===== src/rtl/serial_to_parallel_rx_if.sv =====
// ----------------------------------------------------------------------------
// serial_to_parallel_rx_if
//
// Purpose:
//   Bundles the serial input and the recovered-byte outputs of the
//   serial_to_parallel_rx byte aligner. Clock and reset are not part of the
//   bundle; they stay plain ports on the module.
//
// Signals:
//   data_in    1  serial bit, MSB of each byte first
//   data_out   8  recovered byte (updates at every aligned byte boundary)
//   valid_out  1  one-cycle pulse, data_out holds a payload byte
//   active     1  alignment achieved, link up
//
// Modports:
//   master  the side that produces the serial stream and consumes the bytes
//   slave   the receiver itself (serial_to_parallel_rx)
// ----------------------------------------------------------------------------
interface serial_to_parallel_rx_if;

    logic       data_in;
    logic [7:0] data_out;
    logic       valid_out;
    logic       active;

    modport master (
        output data_in,
        input  data_out,
        input  valid_out,
        input  active
    );

    modport slave (
        input  data_in,
        output data_out,
        output valid_out,
        output active
    );

endinterface : serial_to_parallel_rx_if


===== src/rtl/serial_to_parallel_rx.sv =====
// ----------------------------------------------------------------------------
// serial_to_parallel_rx
//
// Purpose:
//   Receive-side byte aligner for an MSB-first serial bit stream. It searches
//   the stream bit by bit for the COMMA symbol, then confirms alignment by
//   requiring BC_COUNT consecutive COMMAs on byte boundaries. Once aligned the
//   link is declared active (permanently, until reset) and one byte is
//   presented every 8 bit-times. Payload bytes are flagged with a one-cycle
//   valid_out pulse; COMMA and IDLE filler bytes are shown on data_out but
//   never flagged valid.
//
// Parameters:
//   COMMA     alignment symbol (default 8'hBC)
//   IDLE      idle filler symbol (default 8'h7C)
//   BC_COUNT  consecutive aligned COMMAs needed to go active (1..15)
//
// Ports:
//   dclk     in   serial bit clock, every register updates on its rising edge
//   reset_L  in   synchronous, active-low reset
//   rx       slave modport of serial_to_parallel_rx_if
//              rx.data_in    in   serial bit
//              rx.data_out   out  recovered byte
//              rx.valid_out  out  payload-byte strobe
//              rx.active     out  link up
// ----------------------------------------------------------------------------
module serial_to_parallel_rx #(
    parameter logic [7:0]  COMMA    = 8'hBC,
    parameter logic [7:0]  IDLE     = 8'h7C,
    parameter int unsigned BC_COUNT = 4
) (
    input  logic                    dclk,
    input  logic                    reset_L,
    serial_to_parallel_rx_if.slave  rx
);

    // Target count held in the same width as the counter it is compared to.
    localparam logic [3:0] BC_TARGET = BC_COUNT[3:0];
    // A single COMMA is enough: HUNT goes straight to ACTIVE.
    localparam logic       BC_IS_ONE = (BC_COUNT == 1);

    typedef enum logic [1:0] {
        ST_HUNT    = 2'd0,
        ST_LOCKING = 2'd1,
        ST_ACTIVE  = 2'd2
    } state_e;

    // ------------------------------------------------------------------------
    // State and datapath registers
    // ------------------------------------------------------------------------
    state_e     state_r;
    logic [7:0] sr_r;
    logic [2:0] bit_cnt_r;
    logic [3:0] bc_cnt_r;
    logic [7:0] data_out_r;
    logic       valid_r;
    logic       active_r;

    // Next-state values produced by the combinational process
    state_e     state_nxt_s;
    logic [2:0] bit_cnt_nxt_s;
    logic [3:0] bc_cnt_nxt_s;
    logic [7:0] data_out_nxt_s;
    logic       valid_nxt_s;
    logic       active_nxt_s;

    // ------------------------------------------------------------------------
    // Decode of the byte completed by the bit arriving this cycle
    // ------------------------------------------------------------------------
    logic [7:0] window_s;
    logic       is_comma_s;
    logic       is_idle_s;
    logic       boundary_s;
    logic [3:0] bc_inc_s;

    // The window includes the live input bit so a match is acted on at the
    // very edge that samples the last bit of the symbol.
    assign window_s   = {sr_r[6:0], rx.data_in};
    assign is_comma_s = (window_s == COMMA);
    assign is_idle_s  = (window_s == IDLE);
    // bit_cnt is 7 while the last bit of an aligned byte is on data_in.
    assign boundary_s = (bit_cnt_r == 3'd7);
    assign bc_inc_s   = bc_cnt_r + 4'd1;

    // ------------------------------------------------------------------------
    // Outputs come straight from registers
    // ------------------------------------------------------------------------
    assign rx.data_out  = data_out_r;
    assign rx.valid_out = valid_r;
    assign rx.active    = active_r;

    // Next-state and next-output logic for the alignment FSM
    always_comb begin
        state_nxt_s    = state_r;
        bit_cnt_nxt_s  = bit_cnt_r;
        bc_cnt_nxt_s   = bc_cnt_r;
        data_out_nxt_s = data_out_r;
        valid_nxt_s    = 1'b0;
        active_nxt_s   = active_r;

        case (state_r)
            ST_HUNT: begin
                active_nxt_s = 1'b0;
                // Bit-granular search: any cycle may complete a COMMA.
                if (is_comma_s) begin
                    bc_cnt_nxt_s  = 4'd1;
                    bit_cnt_nxt_s = 3'd0;
                    if (BC_IS_ONE) begin
                        state_nxt_s  = ST_ACTIVE;
                        active_nxt_s = 1'b1;
                    end else begin
                        state_nxt_s  = ST_LOCKING;
                        active_nxt_s = 1'b0;
                    end
                end else begin
                    state_nxt_s = ST_HUNT;
                end
            end

            ST_LOCKING: begin
                active_nxt_s  = 1'b0;
                bit_cnt_nxt_s = bit_cnt_r + 3'd1;
                if (boundary_s) begin
                    if (is_comma_s) begin
                        bc_cnt_nxt_s = bc_inc_s;
                        if (bc_inc_s == BC_TARGET) begin
                            state_nxt_s  = ST_ACTIVE;
                            active_nxt_s = 1'b1;
                        end else begin
                            state_nxt_s  = ST_LOCKING;
                        end
                    end else begin
                        // Alignment broken; the breaking byte is not
                        // re-examined as a COMMA candidate this cycle.
                        bc_cnt_nxt_s = 4'd0;
                        state_nxt_s  = ST_HUNT;
                    end
                end else begin
                    state_nxt_s = ST_LOCKING;
                end
            end

            ST_ACTIVE: begin
                active_nxt_s  = 1'b1;
                bit_cnt_nxt_s = bit_cnt_r + 3'd1;
                // Every aligned byte is shown; only payload is flagged.
                // Alignment is never rechecked here, COMMAs are just dropped.
                if (boundary_s) begin
                    data_out_nxt_s = window_s;
                    valid_nxt_s    = !is_idle_s && !is_comma_s;
                end else begin
                    valid_nxt_s    = 1'b0;
                end
            end

            default: begin
                // Unreachable encoding: fall back to a clean search state.
                state_nxt_s   = ST_HUNT;
                bit_cnt_nxt_s = 3'd0;
                bc_cnt_nxt_s  = 4'd0;
                active_nxt_s  = 1'b0;
                valid_nxt_s   = 1'b0;
            end
        endcase
    end

    // State, shift register and output registers with synchronous reset
    always_ff @(posedge dclk) begin
        if (!reset_L) begin
            state_r    <= ST_HUNT;
            sr_r       <= 8'h00;
            bit_cnt_r  <= 3'd0;
            bc_cnt_r   <= 4'd0;
            data_out_r <= 8'h00;
            valid_r    <= 1'b0;
            active_r   <= 1'b0;
        end else begin
            state_r    <= state_nxt_s;
            sr_r       <= window_s;
            bit_cnt_r  <= bit_cnt_nxt_s;
            bc_cnt_r   <= bc_cnt_nxt_s;
            data_out_r <= data_out_nxt_s;
            valid_r    <= valid_nxt_s;
            active_r   <= active_nxt_s;
        end
    end

endmodule : serial_to_parallel_rx


===== src/flat_wrapper.sv =====
// flat-port wrapper written by rule: the top's interface ports become plain ports
module serial_to_parallel_rx_flat 
#(
    parameter logic [7:0]  COMMA    = 8'hBC,
    parameter logic [7:0]  IDLE     = 8'h7C,
    parameter int unsigned BC_COUNT = 4
)
  (dclk, reset_L, rx_data_in, rx_data_out, rx_valid_out, rx_active);
  serial_to_parallel_rx_if rx_i ();
  input  logic dclk;
  input  logic reset_L;
  input wire logic [$bits(rx_i.data_in)-1:0] rx_data_in;
  output wire logic [$bits(rx_i.data_out)-1:0] rx_data_out;
  output wire logic [$bits(rx_i.valid_out)-1:0] rx_valid_out;
  output wire logic [$bits(rx_i.active)-1:0] rx_active;
  assign rx_i.data_in = rx_data_in;
  assign rx_data_out = rx_i.data_out;
  assign rx_valid_out = rx_i.valid_out;
  assign rx_active = rx_i.active;
  serial_to_parallel_rx #(.COMMA(COMMA), .IDLE(IDLE), .BC_COUNT(BC_COUNT)) u_core (.dclk(dclk), .reset_L(reset_L), .rx(rx_i));
endmodule

===== config.mk =====
export PLATFORM = sky130hd
export DESIGN_NAME = serial_to_parallel_rx_flat
export DESIGN_NICKNAME = d
export VERILOG_FILES = /design/src/rtl/serial_to_parallel_rx_if.sv /design/src/rtl/serial_to_parallel_rx.sv /design/src/flat_wrapper.sv
export SDC_FILE = /design/constraint.sdc
export NUM_CORES = 1
export LEC_CHECK = 0
export ABC_AREA = 1
export CAP_MARGIN = 10
export CORE_MARGIN = 2
export CORE_UTILIZATION = 55
export CTS_BUF_LIST = sky130_fd_sc_hd__clkbuf_2 sky130_fd_sc_hd__clkbuf_4 sky130_fd_sc_hd__clkbuf_8
export CTS_CLUSTER_DIAMETER = 120
export DETAILED_ROUTE_END_ITERATION = 12
export GPL_TIMING_DRIVEN = 0
export PLACE_DENSITY_LB_ADDON = 0.08
export SKIP_LAST_GASP = 1
export SLEW_MARGIN = 10
export SYNTH_ARGS = -nofsm -noshare
export SYNTH_HDL_FRONTEND = slang
export SYNTH_SLANG_ARGS = --single-unit

===== constraint.sdc =====
create_clock -name dclk -period 1.7 [get_ports dclk]
set_clock_uncertainty 0.15 [all_clocks]
set_input_delay 0.34 -clock dclk [delete_from_list [all_inputs] [get_ports dclk]]
set_output_delay 0.34 -clock dclk [all_outputs]
set_load 0.005 [all_outputs]

* Word level (Yosys, flattened, before mapping) *
Cells that the tools add are included.

word-level totals
  bits in registers = 26
  word-level logic and storage cells = 41

operators by class
  equality and inequality tests = 8
  reductions and logical operators = 8
  add/sub/neg operators = 2
  bitwise logic cells = 1
  multiplexer cells = 15

operators with widths
  kind                   count
  $mux W4                3
  $pmux W4 S3            1
  $eq A8 B7 Y1 const B   1
  $eq A8 B8 Y1 const B   1
  $mux W2                3
  $pmux W2 S3            1
  $pmux W3 S2            1
  $reduce_and A3 Y1      2
  $add A4 B1 Y4 const B  1
  $eq A4 B3 Y1 const B   1
  $mux W1                4
  $ne A2 B1 Y1 const B   2
  $add A3 B1 Y3 const B  1
  $eq A3 B3 Y1 const B   1
  $mux W3                1
  $eq A2 B1 Y1 const B   1
  $eq A2 B2 Y1 const B   1
  $logic_not A1 Y1       2
  $logic_not A2 Y1       1
  $pmux W1 S2            1
  $reduce_and A2 Y1      1
  $reduce_or A2 Y1       1
  $logic_and A1 B1 Y1    1
  $not A1 Y1             1

* Depth between registers and ports, before layout *
Gate-level depths: netlist of run 1.

  depth after elaboration = 6
  gate-level depth with buffers = 9
  depth with buffers taken out = 9

* Worst setup path after synthesis of run 1 *
Ideal clock, no wire load.

  path type = register -> register
  start point = register u_core.bit_cnt_r[0]
  end point = register u_core.data_out_r[1] (netlist: u_core.rx.data_out[1])
  arrival = 1.197 ns
  slack = 0.234 ns
  stages on the path, launching flop included = 8
  period minus slack after synthesis = 1.466 ns
  buffers on the path = 1
  cell sequence = dfxtp_1 -> ha_1 -> ha_1 -> nand2_1 -> inv_1 -> buf_4 -> o21ai_0 -> a21oi_1

on the way
  longest elaborated chain between the ends = 2

RTL lines
  what                                line                          source
  start, declared                     serial_to_parallel_rx.sv:53   logic [2:0] bit_cnt_r;
  start signal, assigned              serial_to_parallel_rx.sv:180  bit_cnt_r <= bit_cnt_nxt_s;
  $eq A3 B3 Y1                        serial_to_parallel_rx.sv:82   assign boundary_s = (bit_cnt_r == 3'd7);
  $reduce_and A2 Y1 (no source line)  n/a
  end signal, assigned                serial_to_parallel_rx.sv:182  data_out_r <= data_out_nxt_s;
  end, declared                       serial_to_parallel_rx.sv:55   logic [7:0] data_out_r;

No other way between the ends.
A chain may end at the register's enable or synchronous reset.

* Worst setup path after layout of run 1 *
  start point = register u_core.data_out_r[1] (netlist: u_core.rx.data_out[1])
  end point = output port rx_data_out[1]

RTL lines
  what           line                source
  end, declared  flat_wrapper.sv:13  output wire logic [$bits(rx_i.data_out)-1:0] rx_data_out;

No word-level cell between the ends.

==> impl_metrics.yaml, run 1 <==
setup_path:
  ff2ff_path_depth: 7
  end_kind: "primary output"
  timing.rr.end: "u_core.rx.data_out[1]"
  crit_chain: "clkdlybuf4s50_1"
  crit_path_max_fanout: 2
  cp_slowest_cell: "clkdlybuf4s50_1"
  cpPeakStageDelay_ns: 0.49
  reg2reg_slack_ns: 0.13
  path_buf_inv: 1
  crit_required_ns: 1.21
  critPathTopFamily: "buffers and inverters"
  critPathKind: "reg2out"
  cp_data_arrival_time_ns: 1.16
  reg2reg_from: "u_core.bit_cnt_r[0]"
  critPathLaunchType: "flip-flop"
cells_and_area:
  fill_cells: 161
  syn_to_final_growth_pct: 20.3
  final_util: 0.708
  layout-drive-gt1-share: 0.176
  layout.nets: 176
  antenna_cells: 0
global_route:
  grt-ovfl-total: 0
  grt_max_degree: 16
  grt_pass1_wl_um: 3510
  grt_use_total: 0.184
  antenna_found_initial: 0
  first_global_vias: 838
power:
  p_per_area_nw_per_um2: 761
  ir_drop_mv: 0.623
  p_leak_uw: 0.000740
drt:
  num_vias: 938
  avgRoutedWirePerCell_um: 10.6
  viasPerCell: 4.89
  drt_first_iter_violations: 10
  drc: 0
  antenna_left: 0
  drt_first_pass_iters: 4
  wirelength_um: 2040
placed_design:
  dp_hpwl_um: 1560
  routabilityCongestion: 0.821
  port_buffers: 12
sta:
  setup-violations-final: 0
  hold_violations: 0
  post-route-period-util: 0.971
  relSlewSlack: 0.833
  fin_crit_ns: 1.65
  whs_ns: 0.301
  rsz0062_at_grt: "false"
  fmax_ghz: 0.606
  slew_violations: 0
  worstMarginPinSlew_ns: 0.250
worst_hold_path:
  hold_path_depth: 2
  whs_endpoint: "u_core.sr_r[1]"
  hp-start: "u_core.sr_r[0]"
  hold_class: "reg2reg"
clock_tree:
  htree_levels: 1
  cts.sinks: 26
  post_cts_buffers: 0
  cts_buffers: 3
  cts_buffer_depth: 2
  cts_tree: "built"
  clkTransAtPathRegs_ns: 0.14
  insertion_delay_ns: 0.32
  clockRootBuffer: "clkbuf_4"
synthesis:
  synth-seq-cells: 26
  ys_seq_area_frac: 0.446
  syn_area_per_cell_um2: 7.83
  ys_types: 20
  synth_area_um2: 1170
  syn_inst: 149
  ys_warn_count: 0
  synth_fp_nets: 159
floorplanning:
  coreArea_um2: 1980
  rows: 16
  initial_core_util: 0.589
  ios: 13
  dieArea_um2: 2510
  fp.dieH_um: 50.1
  die_w_um: 50.1
run:
  maxCapViolCount: 0
outcome:
  status: "finished clean"
-- synthesized netlist by cell type --
library cell / number / area [µm²]
o211ai_1: 1 / 7.51
nand2_4: 3 / 33.8
nor3_1: 1 / 5.00
inv_2: 1 / 3.75
buf_4: 2 / 15.0
nor2_1: 19 / 71.3
dfxtp_1: 26 / 521
inv_1: 21 / 78.8
a21oi_1: 13 / 65.1
o21ai_0: 13 / 65.1
clkbuf_2: 1 / 5.00
xor2_1: 1 / 8.76
nor2_4: 3 / 33.8
ha_1: 7 / 87.6
nand3_1: 4 / 20.0
nand4_1: 1 / 6.26
a21oi_4: 1 / 16.3
nand2_2: 2 / 12.5
nor2_2: 1 / 6.26
nand2_1: 28 / 105
-- power by group --
group | internal (µW) | switching, µW | total, µW
Combinational | 10.9 | 16.4 | 27.3
Clock | 239 | 186 | 425
Sequential | 613 | 2.71 | 616
Total | 862 | 205 | 1070
-- sequential cells by signal (all words and copies together) (netlist names) --
name / flops
u_core.bc_cnt_r: 4
u_core.bit_cnt_r: 3
u_core.rx.active: 1
u_core.rx.data_out: 8
u_core.rx.valid_out: 1
u_core.sr_r: 7
u_core.state_r: 2
-- layer usage --
| metal | vias to the layer above | wire length [µm] | global-route usage |
|---|---|---|---|
| met2 | 12 | 995 | 0.294 |
| met5 | - | 0 | 0 |
| met1 | 423 | 953 | 0.242 |
| li1 | 498 | - | - |
| met4 | 0 | 32 | 0.0694 |
| met3 | 5 | 60 | 0.0364 |
-- cells in the final DEF (no fill, tap or decap), drive strengths merged --
master / count
nand2: 33
dfxtp: 26
nor2: 23
inv: 22
a21oi: 14
o21ai: 13
ha: 7
clkdlybuf4s50: 7
dlymetal6s2s: 5
nand3: 4
clkbuf: 4
buf: 2
nand4: 1
xor2: 1
o211ai: 1
nor3: 1
bufinv: 1
-- layout make-up --
cell class | count | area (µm²) | share of cell area
Sequential cell | 26 | 532 | 0.379
Clock inverter | 1 | 30.0 | 0.0214
Inverter | 22 | 82.6 | 0.0588
Multi-Input combinational cell | 98 | 551 | 0.392
Buffer | 3 | 20.0 | 0.0143
Tap cell | 27 | 33.8 | 0.0241
Clock buffer | 3 | 22.5 | 0.0160
Timing Repair Buffer | 12 | 133 | 0.0945
-- worst max path at each step --
stage / start / end / slack (ns) / cells past startpoint
detailed placement: rx_data_in / u_core.bc_cnt_r[3] / -0.08 / 9
finish: u_core.rx.data_out[1] / rx_data_out[1] / 0.05 / 1
floorplan: u_core.bit_cnt_r[0] / u_core.rx.data_out[1] / 0.23 / 7
CTS: u_core.rx.data_out[3] / rx_data_out[3] / 0.02 / 1
global route: u_core.bit_cnt_r[0] / u_core.rx.data_out[1] / 0.0002 / 7
global placement: rx_data_in / u_core.bc_cnt_r[1] / -0.07 / 9
-- stage by stage --
stage	total power, µW	setup TNS, ns	area [µm²]	instances	setup WS, ns
global route	1110	0	1400	192	0.000223
CTS	1070	0	1370	192	0.0159
detailed placement	657	-0.321	1320	188	-0.0822
finish	1070	0	1400	192	0.0491
global placement	656	-0.197	1320	188	-0.0715
floorplan	645	0	1170	149	0.234
-- kinds of logic (layout without fill, tap and decap cells) --
group           count (synthesis)  after routing  synth area share
compound gates                 28             28             0.132
xor+xnor                        1              1           0.00750
fa+ha+maj                       7              7            0.0750
buf+inv                        25             41            0.0879
flops                          26             26             0.446
simple gates                   62             62             0.252
-- what timing repair did --
action                                  4_1_cts  5_1_grt
gates resized for setup                       0       16
hold buffers                                  0        0
endpoints found under the setup margin        0       11
Power figures use the tool's default switching activity.
==> run 2: changes to the inputs <==
==> constraint.sdc (replaced) <==
create_clock -name dclk -period 1.7 [get_ports dclk]
set_clock_uncertainty 0.15 [all_clocks]
set_input_delay 0.34 -clock dclk [delete_from_list [all_inputs] [get_ports dclk]]
set_output_delay 0.34 -clock dclk [all_outputs]
set_load 0.1 [all_outputs]
==> run 2 against run 1 <==
Combinational power is essentially flat. Cell area decreased by 5.2%. Critical path type unchanged. Clock-buffer cell count did not move. Core utilization fell by 3.7 points. Maximum frequency up 3.2%. Global-route usage increased by 0.13 points. Die area stayed put. Hold slack lost 0.00054 ns. Sequential power is essentially flat.
==> impl_metrics.yaml, run 2 (synthesis gave the netlist of run 1 again) <==
outcome:
  status: "finished clean"
sta:
  setup-violations-final: 0
  fmax_ghz: 0.625
  slew_violations: 0
  rsz0062_at_grt: "false"
  post-route-period-util: 0.941
  worstMarginPinSlew_ns: 0.489
  fin_crit_ns: 1.60
  hold_violations: 0
  relSlewSlack: 0.676
  fin_ws_ns: 0.100
floorplanning:
  ios: 13
  initial_core_util: 0.589
  die_w_um: 50.1
  dieArea_um2: 2510
  coreArea_um2: 1980
  fp.dieH_um: 50.1
  rows: 16
cells_and_area:
  fill_cells: 173
  layout.nets: 176
  antenna_cells: 0
  final_cell_mix: "nand2_1, dfxtp_1, inv_1"
  final_area_um2: 1330
  syn_to_final_growth_pct: 14.0
  layout-drive-gt1-share: 0.188
  final_common_cell: "nand2_1"
  final_util: 0.672
  largest_reg_flops: 8
drt:
  wirelength_um: 2040
  avgRoutedWirePerCell_um: 10.6
  drt_first_iter_violations: 12
  drt_first_pass_iters: 4
  antenna_left: 0
  viasPerCell: 4.86
  drc: 0
  num_vias: 933
setup_path:
  critPathTopFamily: "buffers and inverters"
  critPathLaunchType: "flip-flop"
  crit_required_ns: 1.21
  cp_slowest_cell: "buf_2"
  end_kind: "primary output"
  crit_chain: "buf_2"
  path_buf_inv: 1
  critPathKind: "reg2out"
  cp_data_arrival_time_ns: 1.11
  cpPeakStageDelay_ns: 0.42
  crit_path_max_fanout: 2
global_route:
  antenna_found_initial: 0
  first_global_vias: 840
  grt_use_total: 0.185
  grt_max_degree: 16
  grt-ovfl-total: 0
  grt_pass1_wl_um: 3530
run:
  maxCapViolCount: 0
power:
  p_per_area_nw_per_um2: 804
  ir_drop_mv: 0.623
  p_total_uw: 1070
  p_leak_uw: 0.000664
placed_design:
  routabilityCongestion: 0.821
  postPlaceCellArea_um2: 1320
  port_buffers: 12
  dp_hpwl_um: 1560
  pre_cts_slack_ns: -0.237
clock_tree:
  htree_levels: 1
  clockRootBuffer: "clkbuf_4"
  cts_buffers: 3
  insertion_delay_ns: 0.33
  hold_buffers: 0
  cts.sinks: 26
  cts_tree: "built"
  cts_buffer_depth: 2
  clkTransAtPathRegs_ns: 0.14
worst_hold_path:
  hold_class: "reg2reg"
-- run 2: timing repair --
| item | CTS | global route |
|---|---|---|
| buffers inserted | 0 | 0 |
| cloned | 0 | 0 |
| pin swaps | 0 | 0 |
| resized for setup | 45 | 9 |
| endpoints found under the setup margin | 10 | 6 |
-- run 2: path summary, 6_finish.rpt --
kind                                       startpoint             endpoint  slack [ns]  depth (start not counted)
worst min-delay path                   u_core.sr_r[0]       u_core.sr_r[1]        0.30                          2
worst max register to register      u_core.state_r[0]  u_core.rx.valid_out        0.15                          7
worst max-delay path            u_core.rx.data_out[3]       rx_data_out[3]         0.1                          1
worst min register to register         u_core.sr_r[0]       u_core.sr_r[1]        0.30                          2
-- run 2: routing by layer --
layer,vias to the layer above,wire (µm),GRT usage,share of wire
met5,-,0,0,0
met4,0,32,0.0694,0.016
met3,5,53,0.0364,0.026
met2,12,958,0.294,0.47
met1,419,990,0.246,0.49
li1,497,-,-,-
-- run 2: tightest hold or removal path, delay by kind of cell (launching register included) --
| kind | cells | cell delay (ns) |
|---|---|---|
| buffers and inverters | 1 | 0.03 |
| AND/OR/NAND/NOR | 1 | 0.05 |
| flip-flops | 1 | 0.34 |
-- run 2: power breakdown --
group	leakage [µW]	internal, µW	switching [µW]	total, µW
combinational	0.000425	10.9	16.6	27.5
sequential	0.000210	613	2.73	616
clock	0.0000279	239	188	427
-- run 2: area by class of cell --
cell class / instances / area (µm²) / area share
Sequential cell: 26 / 522 / 0.392
Tap cell: 27 / 33.8 / 0.0254
Clock inverter: 1 / 30.0 / 0.0226
Buffer: 3 / 20.0 / 0.0150
Timing Repair Buffer: 12 / 70.1 / 0.0526
Inverter: 22 / 82.6 / 0.0620
Clock buffer: 3 / 22.5 / 0.0169
Multi-Input combinational cell: 98 / 551 / 0.414
-- run 2: per-stage QoR --
step	instances	setup TNS (ns)	hold WS, ns
after floorplan	149	0	0.257
after global placement	188	-2.38	0.265
after detailed placement	188	-2.55	0.279
after CTS	192	-0.0411	0.299
after global routing	192	0	0.327
final	192	0	0.300
